**src/rtl/mips_pkg.sv**
```systemverilog
// Shared constants and fetch-state encoding for the mips fetch front end.
//   ADDR_W : word-address width of instruction memory and of the PC
//   WORD_W : instruction word width
//   DEPTH  : default fetch-buffer depth
package mips_pkg;

  localparam int ADDR_W = 5;
  localparam int WORD_W = 32;
  localparam int DEPTH  = 2;

  typedef enum logic [1:0] {
    IDLE = 2'd0,  // no request outstanding
    REQ  = 2'd1,  // request outstanding, data will be kept
    DROP = 2'd2   // request outstanding, data will be discarded
  } fetch_state_e;

endpackage

```
**src/rtl/mips_fetch_fifo.sv**
```systemverilog
// Small synchronous FIFO holding {pc, word} fetch entries.
//   clk, reset      : clock, async active-high reset
//   push, push_data : write an entry (ignored while flush=1)
//   pop             : remove head (ignored when empty or flush=1)
//   flush           : discard all entries; outranks push and pop
//   head_valid      : FIFO non-empty
//   head_data       : head entry; holds the last shown value while empty
//   count           : number of stored entries (0..DEPTH)
module mips_fetch_fifo
  import mips_pkg::*;
#(
  parameter int DEPTH = 2,
  parameter int W     = 37,
  parameter int CW    = $clog2(DEPTH) + 1
) (
  input  logic          clk,
  input  logic          reset,
  input  logic          push,
  input  logic [W-1:0]  push_data,
  input  logic          pop,
  input  logic          flush,
  output logic          head_valid,
  output logic [W-1:0]  head_data,
  output logic [CW-1:0] count
);

  localparam int PW = $clog2(DEPTH);

  logic [W-1:0]  mem [DEPTH];
  logic [PW-1:0] rd_ptr, wr_ptr;
  logic [W-1:0]  hold_q;
  logic          do_push, do_pop;

  assign head_valid = (count != '0);
  assign do_push    = push && !flush;
  assign do_pop     = pop && head_valid && !flush;

  // While empty the output shows the last value it presented rather than
  // a stale storage slot, so the consumer side never sees it change.
  assign head_data  = head_valid ? mem[rd_ptr] : hold_q;

  always_ff @(posedge clk) begin
    if (do_push) mem[wr_ptr] <= push_data;
  end

  always_ff @(posedge clk or posedge reset) begin
    if (reset) begin
      rd_ptr <= '0;
      wr_ptr <= '0;
      count  <= '0;
      hold_q <= '0;
    end else begin
      hold_q <= head_data;
      if (flush) begin
        rd_ptr <= '0;
        wr_ptr <= '0;
        count  <= '0;
      end else begin
        if (do_push) wr_ptr <= wr_ptr + PW'(1);
        if (do_pop)  rd_ptr <= rd_ptr + PW'(1);
        count <= count + CW'(do_push) - CW'(do_pop);
      end
    end
  end

endmodule

```
**src/rtl/mips_ifetch.sv**
```systemverilog
// Instruction-fetch stage: owns the fetch PC, reads instruction memory over
// a req/ack handshake, buffers {pc, word} and presents it on valid/ready.
//   clk, reset          : clock, async active-high reset
//   enable              : allow new fetch requests
//   redirect/_pc        : 1-cycle pulse, flush and restart fetch at redirect_pc
//   imem_req/addr       : registered read request, held until imem_ack
//   imem_ack/rdata      : read completion and data
//   instr_valid/instr/instr_pc : buffer head towards the core
//   instr_ready         : consumer accepts head
module mips_ifetch
  import mips_pkg::*;
#(
  parameter int ADDR_W = mips_pkg::ADDR_W,
  parameter int WORD_W = mips_pkg::WORD_W,
  parameter int DEPTH  = mips_pkg::DEPTH
) (
  input  logic              clk,
  input  logic              reset,
  input  logic              enable,
  input  logic              redirect,
  input  logic [ADDR_W-1:0] redirect_pc,
  output logic              imem_req,
  output logic [ADDR_W-1:0] imem_addr,
  input  logic              imem_ack,
  input  logic [WORD_W-1:0] imem_rdata,
  output logic              instr_valid,
  output logic [WORD_W-1:0] instr,
  output logic [ADDR_W-1:0] instr_pc,
  input  logic              instr_ready
);

  localparam int CW = $clog2(DEPTH) + 1;
  localparam int EW = ADDR_W + WORD_W;

  fetch_state_e      state, state_n;
  logic [ADDR_W-1:0] fetch_pc, fetch_pc_n, addr_n;
  logic              req_n;
  logic              push, pop;
  logic [CW-1:0]     count;
  logic [CW:0]       cnt_after;
  logic              has_space, room_after;
  logic [EW-1:0]     head;

  mips_fetch_fifo #(.DEPTH(DEPTH), .W(EW), .CW(CW)) u_fifo (
    .clk        (clk),
    .reset      (reset),
    .push       (push),
    .push_data  ({fetch_pc, imem_rdata}),
    .pop        (pop),
    .flush      (redirect),
    .head_valid (instr_valid),
    .head_data  (head),
    .count      (count)
  );

  assign instr_pc = head[EW-1:WORD_W];
  assign instr    = head[WORD_W-1:0];

  // Redirect flushes the buffer, so a pop on the same edge is suppressed.
  assign pop = instr_valid && instr_ready && !redirect;

  always_comb begin
    state_n    = state;
    req_n      = imem_req;
    addr_n     = imem_addr;
    fetch_pc_n = fetch_pc;
    push       = 1'b0;
    // Occupancy after a push at this edge; decides back-to-back issue.
    cnt_after  = {1'b0, count} + (CW+1)'(1) - (CW+1)'(pop);
    has_space  = (count < CW'(DEPTH));
    room_after = (cnt_after < (CW+1)'(DEPTH));

    case (state)
      IDLE: begin
        if (redirect) begin
          fetch_pc_n = redirect_pc;
        end else if (enable && has_space) begin
          state_n = REQ;
          req_n   = 1'b1;
          addr_n  = fetch_pc;
        end
      end
      REQ: begin
        if (redirect) begin
          fetch_pc_n = redirect_pc;
          if (imem_ack) begin
            state_n = IDLE;
            req_n   = 1'b0;
          end else begin
            // Request cannot be withdrawn; wait for its ack and discard it.
            state_n = DROP;
          end
        end else if (imem_ack) begin
          push       = 1'b1;
          fetch_pc_n = fetch_pc + ADDR_W'(1);
          if (enable && room_after) begin
            addr_n = fetch_pc + ADDR_W'(1);
          end else begin
            state_n = IDLE;
            req_n   = 1'b0;
          end
        end
      end
      DROP: begin
        if (redirect) fetch_pc_n = redirect_pc;
        if (imem_ack) begin
          state_n = IDLE;
          req_n   = 1'b0;
        end
      end
      default: begin
        state_n = IDLE;
        req_n   = 1'b0;
      end
    endcase
  end

  always_ff @(posedge clk or posedge reset) begin
    if (reset) begin
      state     <= IDLE;
      fetch_pc  <= '0;
      imem_req  <= 1'b0;
      imem_addr <= '0;
    end else begin
      state     <= state_n;
      fetch_pc  <= fetch_pc_n;
      imem_req  <= req_n;
      imem_addr <= addr_n;
    end
  end

endmodule
```
**config.mk**
```make
export PLATFORM = sky130hd
export DESIGN_NAME = mips_ifetch
export DESIGN_NICKNAME = d
export VERILOG_FILES = /design/src/rtl/mips_pkg.sv /design/src/rtl/mips_fetch_fifo.sv /design/src/rtl/mips_ifetch.sv
export SDC_FILE = /design/constraint.sdc
export NUM_CORES = 1
export LEC_CHECK = 0
export ABC_CLOCK_PERIOD_IN_PS = 3400
export CAP_MARGIN = 20
export CORE_MARGIN = 1.5
export CORE_UTILIZATION = 45
export CTS_BUF_LIST = sky130_fd_sc_hd__clkbuf_8
export CTS_CLUSTER_SIZE = 12
export DETAILED_ROUTE_END_ITERATION = 10
export HOLD_SLACK_MARGIN = 0.05
export MAX_ROUTING_LAYER = met4
export PLACE_DENSITY = 0.72
export SYNTH_ARGS = -nofsm -noshare
export SYNTH_HDL_FRONTEND = slang
export SYNTH_HIERARCHICAL = 1
export SYNTH_SLANG_ARGS = --single-unit
```
**constraint.sdc**
```tcl
create_clock -name clk -period 3.4 [get_ports clk]
set_input_delay 0.68 -clock clk [delete_from_list [all_inputs] [get_ports clk]]
set_output_delay 0.68 -clock clk [all_outputs]
set_load 0.1 [all_outputs]
```
---- After elaboration in Yosys (flattened, before gate mapping) ----
Memories as Yosys holds them, arrays and structs flattened.
Cells that the tools add are included.
storage, ports and cells
  bits in registers ....................... 54
  memory bits (writable) .................. 74
  input bits .............................. 43
  output and inout bits ................... 44
  logic and storage cells ................. 84
  memories ................................ 1
operators by class
  add/sub/neg operators ................... 7
  $lt $le $gt $ge ......................... 2
  equal/unequal tests ..................... 11
  multiplexer cells ....................... 36
  reductions and logical operators ........ 19
memory list
  name        depth  width  read ports  clocked after memory_dff  wr ports  line                   text
  u_fifo.mem  2      37     1           0                         1         mips_fetch_fifo.sv:29  logic [W-1:0] mem [DEPTH];
operators by type and width
  operator             number
  $mux 5               8
  $mux 37              1
  $pmux 5 s2           2
  $mux 2               8
  $mux 1               15
  $ne 2x2->1 const B   6
  $reduce_bool 2->1    5
  $logic_and 1x1->1    7
  $ne 3x3->1 const B   2
  $pmux 2 s3           1
  $reduce_and 6->1     1
  $add 5x1->5 const B  1
  $reduce_and 5->1     1
  $reduce_and 4->1     1
  $add 2x1->3 const B  1
  $lt 3x2->1 const B   1
  $pmux 1 s3           1
  $reduce_and 3->1     1
  $sub 3x1->3          1
  $add 1x1->1 const B  2
  $add 2x1->2          1
  $eq 2x1->1 const B   1
  $eq 2x2->1 const B   1
  $logic_not 2->1      1
  5 further kinds      5

---- Logic depth before layout (Yosys ltp) ----
Gate-level depths: netlist (run 1).
  depth after elaboration ................. 10
  mapped depth ............................ 11
  mapped depth without buffers ............ 10

---- By module ----
Netlist (run 1), hierarchy kept.
by module, submodules not included
  module           times used  cells each  area an instance (um^2)  sequential area each (um^2)
  mips_fetch_fifo  1           262         4255.3                   3248.1
  mips_ifetch      1           84          769.5                    325.3

---- Least setup slack after synthesis (run 1) ----
Ideal clock, no wire load.
  kind .................................... reg2out
  from .................................... register u_fifo.count[0]
  to ...................................... output instr[27]
  arrival time ............................ 3009 ps
  required time ........................... 2720 ps
  setup slack ............................. -289 ps
  cell stages (with the launch flop) ...... 4
  path buffers ............................ 1
  cells stage by stage .................... dfrtp_1 or2_1 clkbuf_1 a21oi_1
on the way
  cells in the longest elaborated chain, start to end .. 2
ends and longest elaborated chain
  what                    line                   text
  start, declared         mips_fetch_fifo.sv:24  output logic [CW-1:0] count
  start signal, assigned  mips_fetch_fifo.sv:61  count <= count + CW'(do_push) - CW'(do_pop);
  $reduce_bool 2->1       mips_fetch_fifo.sv:34  assign head_valid = (count != '0);
  named net instr_valid   mips_ifetch.sv:26      output logic instr_valid,
  $mux 37                 mips_fetch_fifo.sv:40  assign head_data = head_valid ? mem[rd_ptr] : hold_q;
  end, declared           mips_ifetch.sv:27      output logic [WORD_W-1:0] instr,
The timed path passes the listed nets, and every way through them passes these cells.

---- Worst setup path after layout (run 1) ----
  from .................................... register u_fifo.count[0]
  to ...................................... output instr_pc[2]
on the way
  cells in the longest elaborated chain, start to end .. 2
ends and longest elaborated chain
  what               line                   text
  $reduce_bool 2->1  mips_fetch_fifo.sv:34
  $mux 37            mips_fetch_fifo.sv:40
  end, declared      mips_ifetch.sv:28      output logic [ADDR_W-1:0] instr_pc,
Every way passes these cells.

==> results.md, run 1 <==
- Outcome: complete, no violations
- Leak pwr: ~2.5 nW
- Post-CTS setup buffer count: 0
- Worst Setup Start Kind: flop
- Crit end category: primary output
- Via count: about 3100
- Slew margin rel.: 0.340
- Gate power share: 0.450
- Sequential power share: 0.334
- Commonest non-fill, non-tap cell in the layout: edfxtp_1
- Placed Cells: 559
- Netlist cell types: 33
- Num ports: between 80 and 90
- Fmax: roughly 340 MHz
- Initial core utilization: 0.464
- H-tree depth: 4
- Fin crit share: 0.864
- Final setup fails: 0
- Vias in the first global route: 3097
- Worst path top cell family by delay: buffers and inverters
- Commonest non-fill, non-tap cells in the layout: 74 x edfxtp_1, 52 x dfrtp_1, 46 x clkdlybuf4s50_1
- Post-layout min period: a little under 3000 ps
- DIE AREA: approximately 0.012 mm^2
- Die height: 109 um
- Switching share of power: 0.425
- Final wirelength: 10100 um
- Clock transition at path regs: around 80 ps
- Buffer depth of the longest clock path: 2
- Clk pwr share: 0.216
- Seq cells post-synth: 128
- Critical path type: reg -> out
- CP peak stage delay: approximately 440 ps
- Initial antenna violation count: 0
- Critical path's slowest cell: a21oi_1
- Final Max Tran Viols: 0
- Max-cap violations: 0
- Initial drt markers: approximately 210
- Clk_lat worst skew: about 430 ps
- Area occupied by registers: about 0.0036 mm^2
- Overall routing resource usage: 0.191
- Post-detail-place hpwl: ~6400 um
- Worst Path Required: 2720 ps
- Wirelength per Cell: about 17 um
- Total CTS buffers: 17
- I/O Buffers: 86
- Synth Net Count: slightly below 400
- Arr. time, crit path: roughly 2300 ps
- Core Region: 0.0108 mm^2
- Diodes inserted: 0
- Finished Cell Area: between 0.006 and 0.007 mm^2
- Pwr dens: approximately 850 mW/mm^2
- Core Util, Final: 0.626
- RSZ-0062 raised after global routing: no
- GP Congestion: between 0.7 and 0.8
- Post-synthesis cell area: about 0.0050 mm^2
- Layout area overhead: 35.1%
- Largest net degree at the start of global routing: 43
- Pwr Total: roughly 5.8 mW
- CP Max Fanout: 30
- Crit path buffers/inverters: 2
- Core Rows: 38
- Worst-path cell chain: or2_1 > buf_4 > a21oi_1 > buf_12
- Residual DRC: 0
- Share of cells above drive strength 1: 0.193
- 1st-pass router iterations: 4
- Die X: 109 um
- Mean post-synth cell area: between 10 and 15 um^2
- Post-DP Area: around 0.0064 mm^2
- Non-filler instance count after layout: about 600
- Multi-input logic area: between 0.001 and 0.0015 mm^2
- GRT overflow: 0
- CTS sink count: 128
- Slew @ Worst Pin: approximately 990 ps
- Synth Instances: roughly 350
- First-pass GRT wire length: roughly 16000 um
- Nets@finish: slightly below 500
- CTS resizes: 0
- Vias per cell: between 5 and 6
- Antenna violation net count after detailed routing: 0
- Pint: around 3.3 mW
- Warnings, synthesis: 6
- CTS tree: yes
- Fill count: between 700 and 800
- Post-CTS Hold Buffers: 0
- Sequential share of the synthesized area: 0.711
- Worst hold path class: reg -> reg
- CTS root buf: clkbuf_8
- Clk_skew: between 10 and 15 ps
- VDD IR max: between 0.5 and 0.6 mV
- Final-report hold violation count: 0
- Switching power: 2.46 mW
## power groups by stage
| stage | Clock [mW] | Combinational [mW] | Sequential, mW |
|---|---|---|---|
| floorplan | 0 | 1.51 | 2.12 |
| global placement | 0 | 2.60 | 1.96 |
| detailed placement | 0 | 2.62 | 1.96 |
| CTS | 1.27 | 2.62 | 1.94 |
| global route | 1.34 | 2.69 | 1.96 |
| finish | 1.25 | 2.61 | 1.94 |
## synth_stat cells
cell type / instances / area [um^2]
edfxtp_1: 74 / 2220
dfrtp_1: 54 / 1350
a21oi_1: 44 / 220
nor3_1: 41 / 205
mux2i_1: 39 / 390
nor2_1: 13 / 48.8
buf_2: 11 / 55.1
nand2_1: 9 / 33.8
o21ai_0: 8 / 40.0
inv_1: 6 / 22.5
nor2b_1: 6 / 37.5
mux2_1: 5 / 56.3
nand2b_1: 4 / 25.0
buf_4: 3 / 22.5
buf_6: 3 / 33.8
ha_1: 3 / 37.5
nand3_1: 3 / 15.0
xnor2_1: 3 / 26.3
clkbuf_1: 2 / 7.51
xor2_1: 2 / 17.5
a211o_1: 1 / 8.76
a21o_1: 1 / 7.51
a2bb2oi_1: 1 / 8.76
a31o_2: 1 / 8.76
a31oi_1: 1 / 6.26
a31oi_4: 1 / 21.3
buf_12: 1 / 20.0
buf_8: 1 / 15.0
mux2_2: 1 / 11.3
nand3b_1: 1 / 7.51
nor4_2: 1 / 12.5
or2_1: 1 / 6.26
xnor3_1: 1 / 22.5
## logic make-up after synthesis
logic type,after synthesis,synth area share
DFF,128,0.711
and+or+nand+nor,79,0.0779
AOI/OAI and AO/OA,58,0.0640
muxes,45,0.0911
buffers and inverters,27,0.0351
xor gates and xnor gates,6,0.0132
adders and majority gates,3,0.00747
## worst paths after layout
kind / from / end / slack (ps) / depth (start not counted)
hold / removal: imem_addr[4]$_DFFE_PP0P_ / imem_addr[4]$_DFFE_PP0P_ / 500 / 1
hold reg to reg: imem_addr[4]$_DFFE_PP0P_ / imem_addr[4]$_DFFE_PP0P_ / 500 / 1
max in group asynchronous: reset / u_fifo/rd_ptr$_DFFE_PP0P_ / 1940 / 2
setup / recovery: u_fifo/count[0]$_DFF_PP0_ / instr_pc[2] / 460 / 4
min in group asynchronous: reset / state[0]$_DFFE_PP0P_ / 690 / 2
setup reg to reg: state[0]$_DFFE_PP0P_ / u_fifo/count[1]$_DFF_PP0_ / 1140 / 9
## registers in the layout (all words and copies together), names as in the netlist
register / cells
u_fifo/mem: 74
state: 2
imem_addr: 5
fetch_pc: 5
u_fifo/hold_q: 37
u_fifo/wr_ptr: 1
imem_req: 1
u_fifo/count: 2
u_fifo/rd_ptr: 1
## per-layer routing
layer	wire [um]	global-route usage	part of all wire	vias up
met5	0	-	0	-
met4	172	0.0695	0.017	0
met3	534	0.0562	0.053	17
met2	4950	0.294	0.49	101
met1	4400	0.241	0.44	1568
li1	-	-	-	1455
## final cells by class
class	instances	area share
clock buffer	18	0.0365
clock inverter	14	0.0210
inverter	6	0.00332
sequential	128	0.527
timing repair buffer	94	0.196
tap	140	0.0258
multi-input combinational	191	0.190
## stage by stage
step           setup TNS, ps  hold slack (ps)  setup WS (ps)
2_1_floorplan          -2600              498           -289
3_3_place_gp               0              483            488
3_5_place_dp               0              480            400
4_1_cts                    0              506            474
5_1_grt                    0              530            349
6_report                   0              501            461
Note: power is estimated with default switching activity, not from simulation.
==> run 2: changes to the inputs <==
- GPL_TIMING_DRIVEN: not set -> 0
==> results.md, run 2 (same netlist as run 1, synthesis figures left out) <==
- Reg2reg path depth: 11
- Critical R2R Capture: u_fifo/count[1]$_DFF_PP0_
- Max-cap violations: 0
- CP startpoint: u_fifo/count[0]$_DFF_PP0_
- CP Max Fanout: 10
- Fmax: roughly 310 MHz
- Final Max Tran Viols: 0
- Core Rows: 38
- Residual DRC: 0
- Largest register FFs: 74
- Crit end category: primary output
- Crit path buffers/inverters: 3
- Most common cell on crit path: buf_2
- Layout area overhead: 28.8%
- Share of cells above drive strength 1: 0.184
- CTS tree: yes
- DIE AREA: between 0.01 and 0.015 mm^2
- Post-CTS setup buffer count: 0
- Worst path top cell family by delay: buffers and inverters
- Post-detail-place hpwl: around 6700 um
- Core Util, Final: 0.597
- Pre-CTS setup slack: 51.7 ps
- Slew @ Worst Pin: between 1000 and 1500 ps
- Total CTS buffers: 17
- Initial antenna violation count: 0
- Critical path type: reg -> out
- Post-layout min period: 3210 ps
- Worst Path Required: roughly 2700 ps
- Diodes inserted: 0
- I/O Buffers: 86
- Pwr Total: roughly 5.5 mW
- Final wirelength: just over 10000 um
- Fin crit share: 0.945
- Leak pwr: approximately 2.5 nW
- Vias per cell: 5.21
- VDD IR max: approximately 0.50 mV
- H-tree depth: 4
- Worst hold path class: reg -> reg
- Initial drt markers: roughly 190
- Clk_lat worst skew: 430 ps
- Vias in the first global route: between 3000 and 4000
- Clk_skew: 10.0 ps
- Antenna violation net count after detailed routing: 0
- Pwr dens: between 800 and 900 mW/mm^2
- Die height: approximately 110 um
- CP peak stage delay: approximately 850 ps
- RR Startpoint: u_fifo/count[0]$_DFF_PP0_
- GRT overflow: 0
- CTS sink count: around 130
- Num ports: 87
- Commonest non-fill, non-tap cell in the layout: edfxtp_1
- Outcome: complete, no violations
- 1st-pass router iterations: 4
- Via count: 3165
- WHS Path Cells: 1
- Worst-path cell chain: buf_2 > buf_2 > nor3_1 > a21oi_1 > clkdlybuf4s15_1
- Biggest regs: u_fifo/mem (74), u_fifo/hold_q (37)
- Initial core utilization: 0.464
- Top reg by flops: u_fifo/mem
- Final setup fails: 0
- Worst Hold End: imem_addr[0]$_DFFE_PP0P_
- Worst Setup Start Kind: flop
- Wirelength per Cell: between 15 and 20 um
- Buffer depth of the longest clock path: 2
- Slew margin rel.: 0.332
- Placed Cells: approximately 580
- RSZ-0062 raised after global routing: no
- Hold Crit Start: imem_addr[0]$_DFFE_PP0P_
- GP Congestion: slightly above 0.8
- Nets@finish: 500
- Critical path's slowest cell: clkdlybuf4s15_1
- Largest net degree at the start of global routing: 42
- Arr. time, crit path: 2530 ps
- Overall routing resource usage: 0.191
- Commonest non-fill, non-tap cells in the layout: 74 x edfxtp_1, 54 x dfrtp_1, 48 x clkdlybuf4s50_1
- CTS root buf: clkbuf_8
- Flop-to-flop setup slack: between 800 and 900 ps
- Die X: ~110 um
- Non-filler instance count after layout: a little over 600
- Core Region: between 0.01 and 0.015 mm^2
- Clock transition at path regs: about 70 ps
- Final-report hold violation count: 0
- First-pass GRT wire length: 16200 um
- Final worst slack: around 190 ps
## run 2: cell types whose count changed in the layout (fill, tap and decap cells not counted), sizes merged
cell / before / now
dlymetal6s2s: 0 / 4
clkbuf: 18 / 48
bufinv: 2 / 6
inv: 8 / 9
clkinvlp: 4 / 2
clkdlybuf4s50: 46 / 48
dlygate4sd2: 0 / 4
buf: 48 / 22
clkinv: 6 / 3
clkdlybuf4s15: 0 / 2
## run 2: worst max path at each step
stage | end | depth (start not counted) | slack [ps]
4_1_cts | instr_pc[2] | 4 | 0.7
3_5_place_dp | u_fifo/mem[1][23]$_DFFE_PP_ | 8 | 50
2_1_floorplan | instr[27] | 3 | -290
3_3_place_gp | u_fifo/mem[1][24]$_DFFE_PP_ | 7 | -1890
5_1_grt | instr[12] | 5 | 5
6_report | instr[12] | 5 | 190
## run 2: routing by layer
layer | part of all wire | GRT usage | routed length, um
met1 | 0.44 | 0.235 | 4500
met2 | 0.49 | 0.301 | 4940
met3 | 0.066 | 0.0634 | 671
met4 | 0.0060 | 0.0620 | 61
met5 | 0 | - | 0
## run 2: per-stage QoR
step	TNS [ps]	hold slack, ps	instance area (um^2)
finish	0	500	6470
global route	0	525	6470
CTS	0	504	6560
detailed placement	0	484	6140
global placement	-139910	479	6060
floorplan	-2600	498	5020
## run 2: timing repair
action                                  in CTS  in global routing
hold endpoints to repair                     0                  0
endpoints found under the setup margin      34                 34
hold buffers                                 0                  0
resized for setup                           34                 62
## run 2: cell type report
cell class | count | area, um^2
buffer | 21 | 154
multi-input combinational | 191 | 1290
timing repair buffer | 89 | 786
inverter | 6 | 22.5
clock buffer | 18 | 248
tap | 140 | 175
fill | 870 | 4370
sequential | 128 | 3570
clock inverter | 14 | 221
## run 2: power breakdown
group          internal (mW)  switching, mW
clock network          0.954          0.564
registers               1.85         0.0773
logic                  0.332           1.71
total                   3.14           2.35
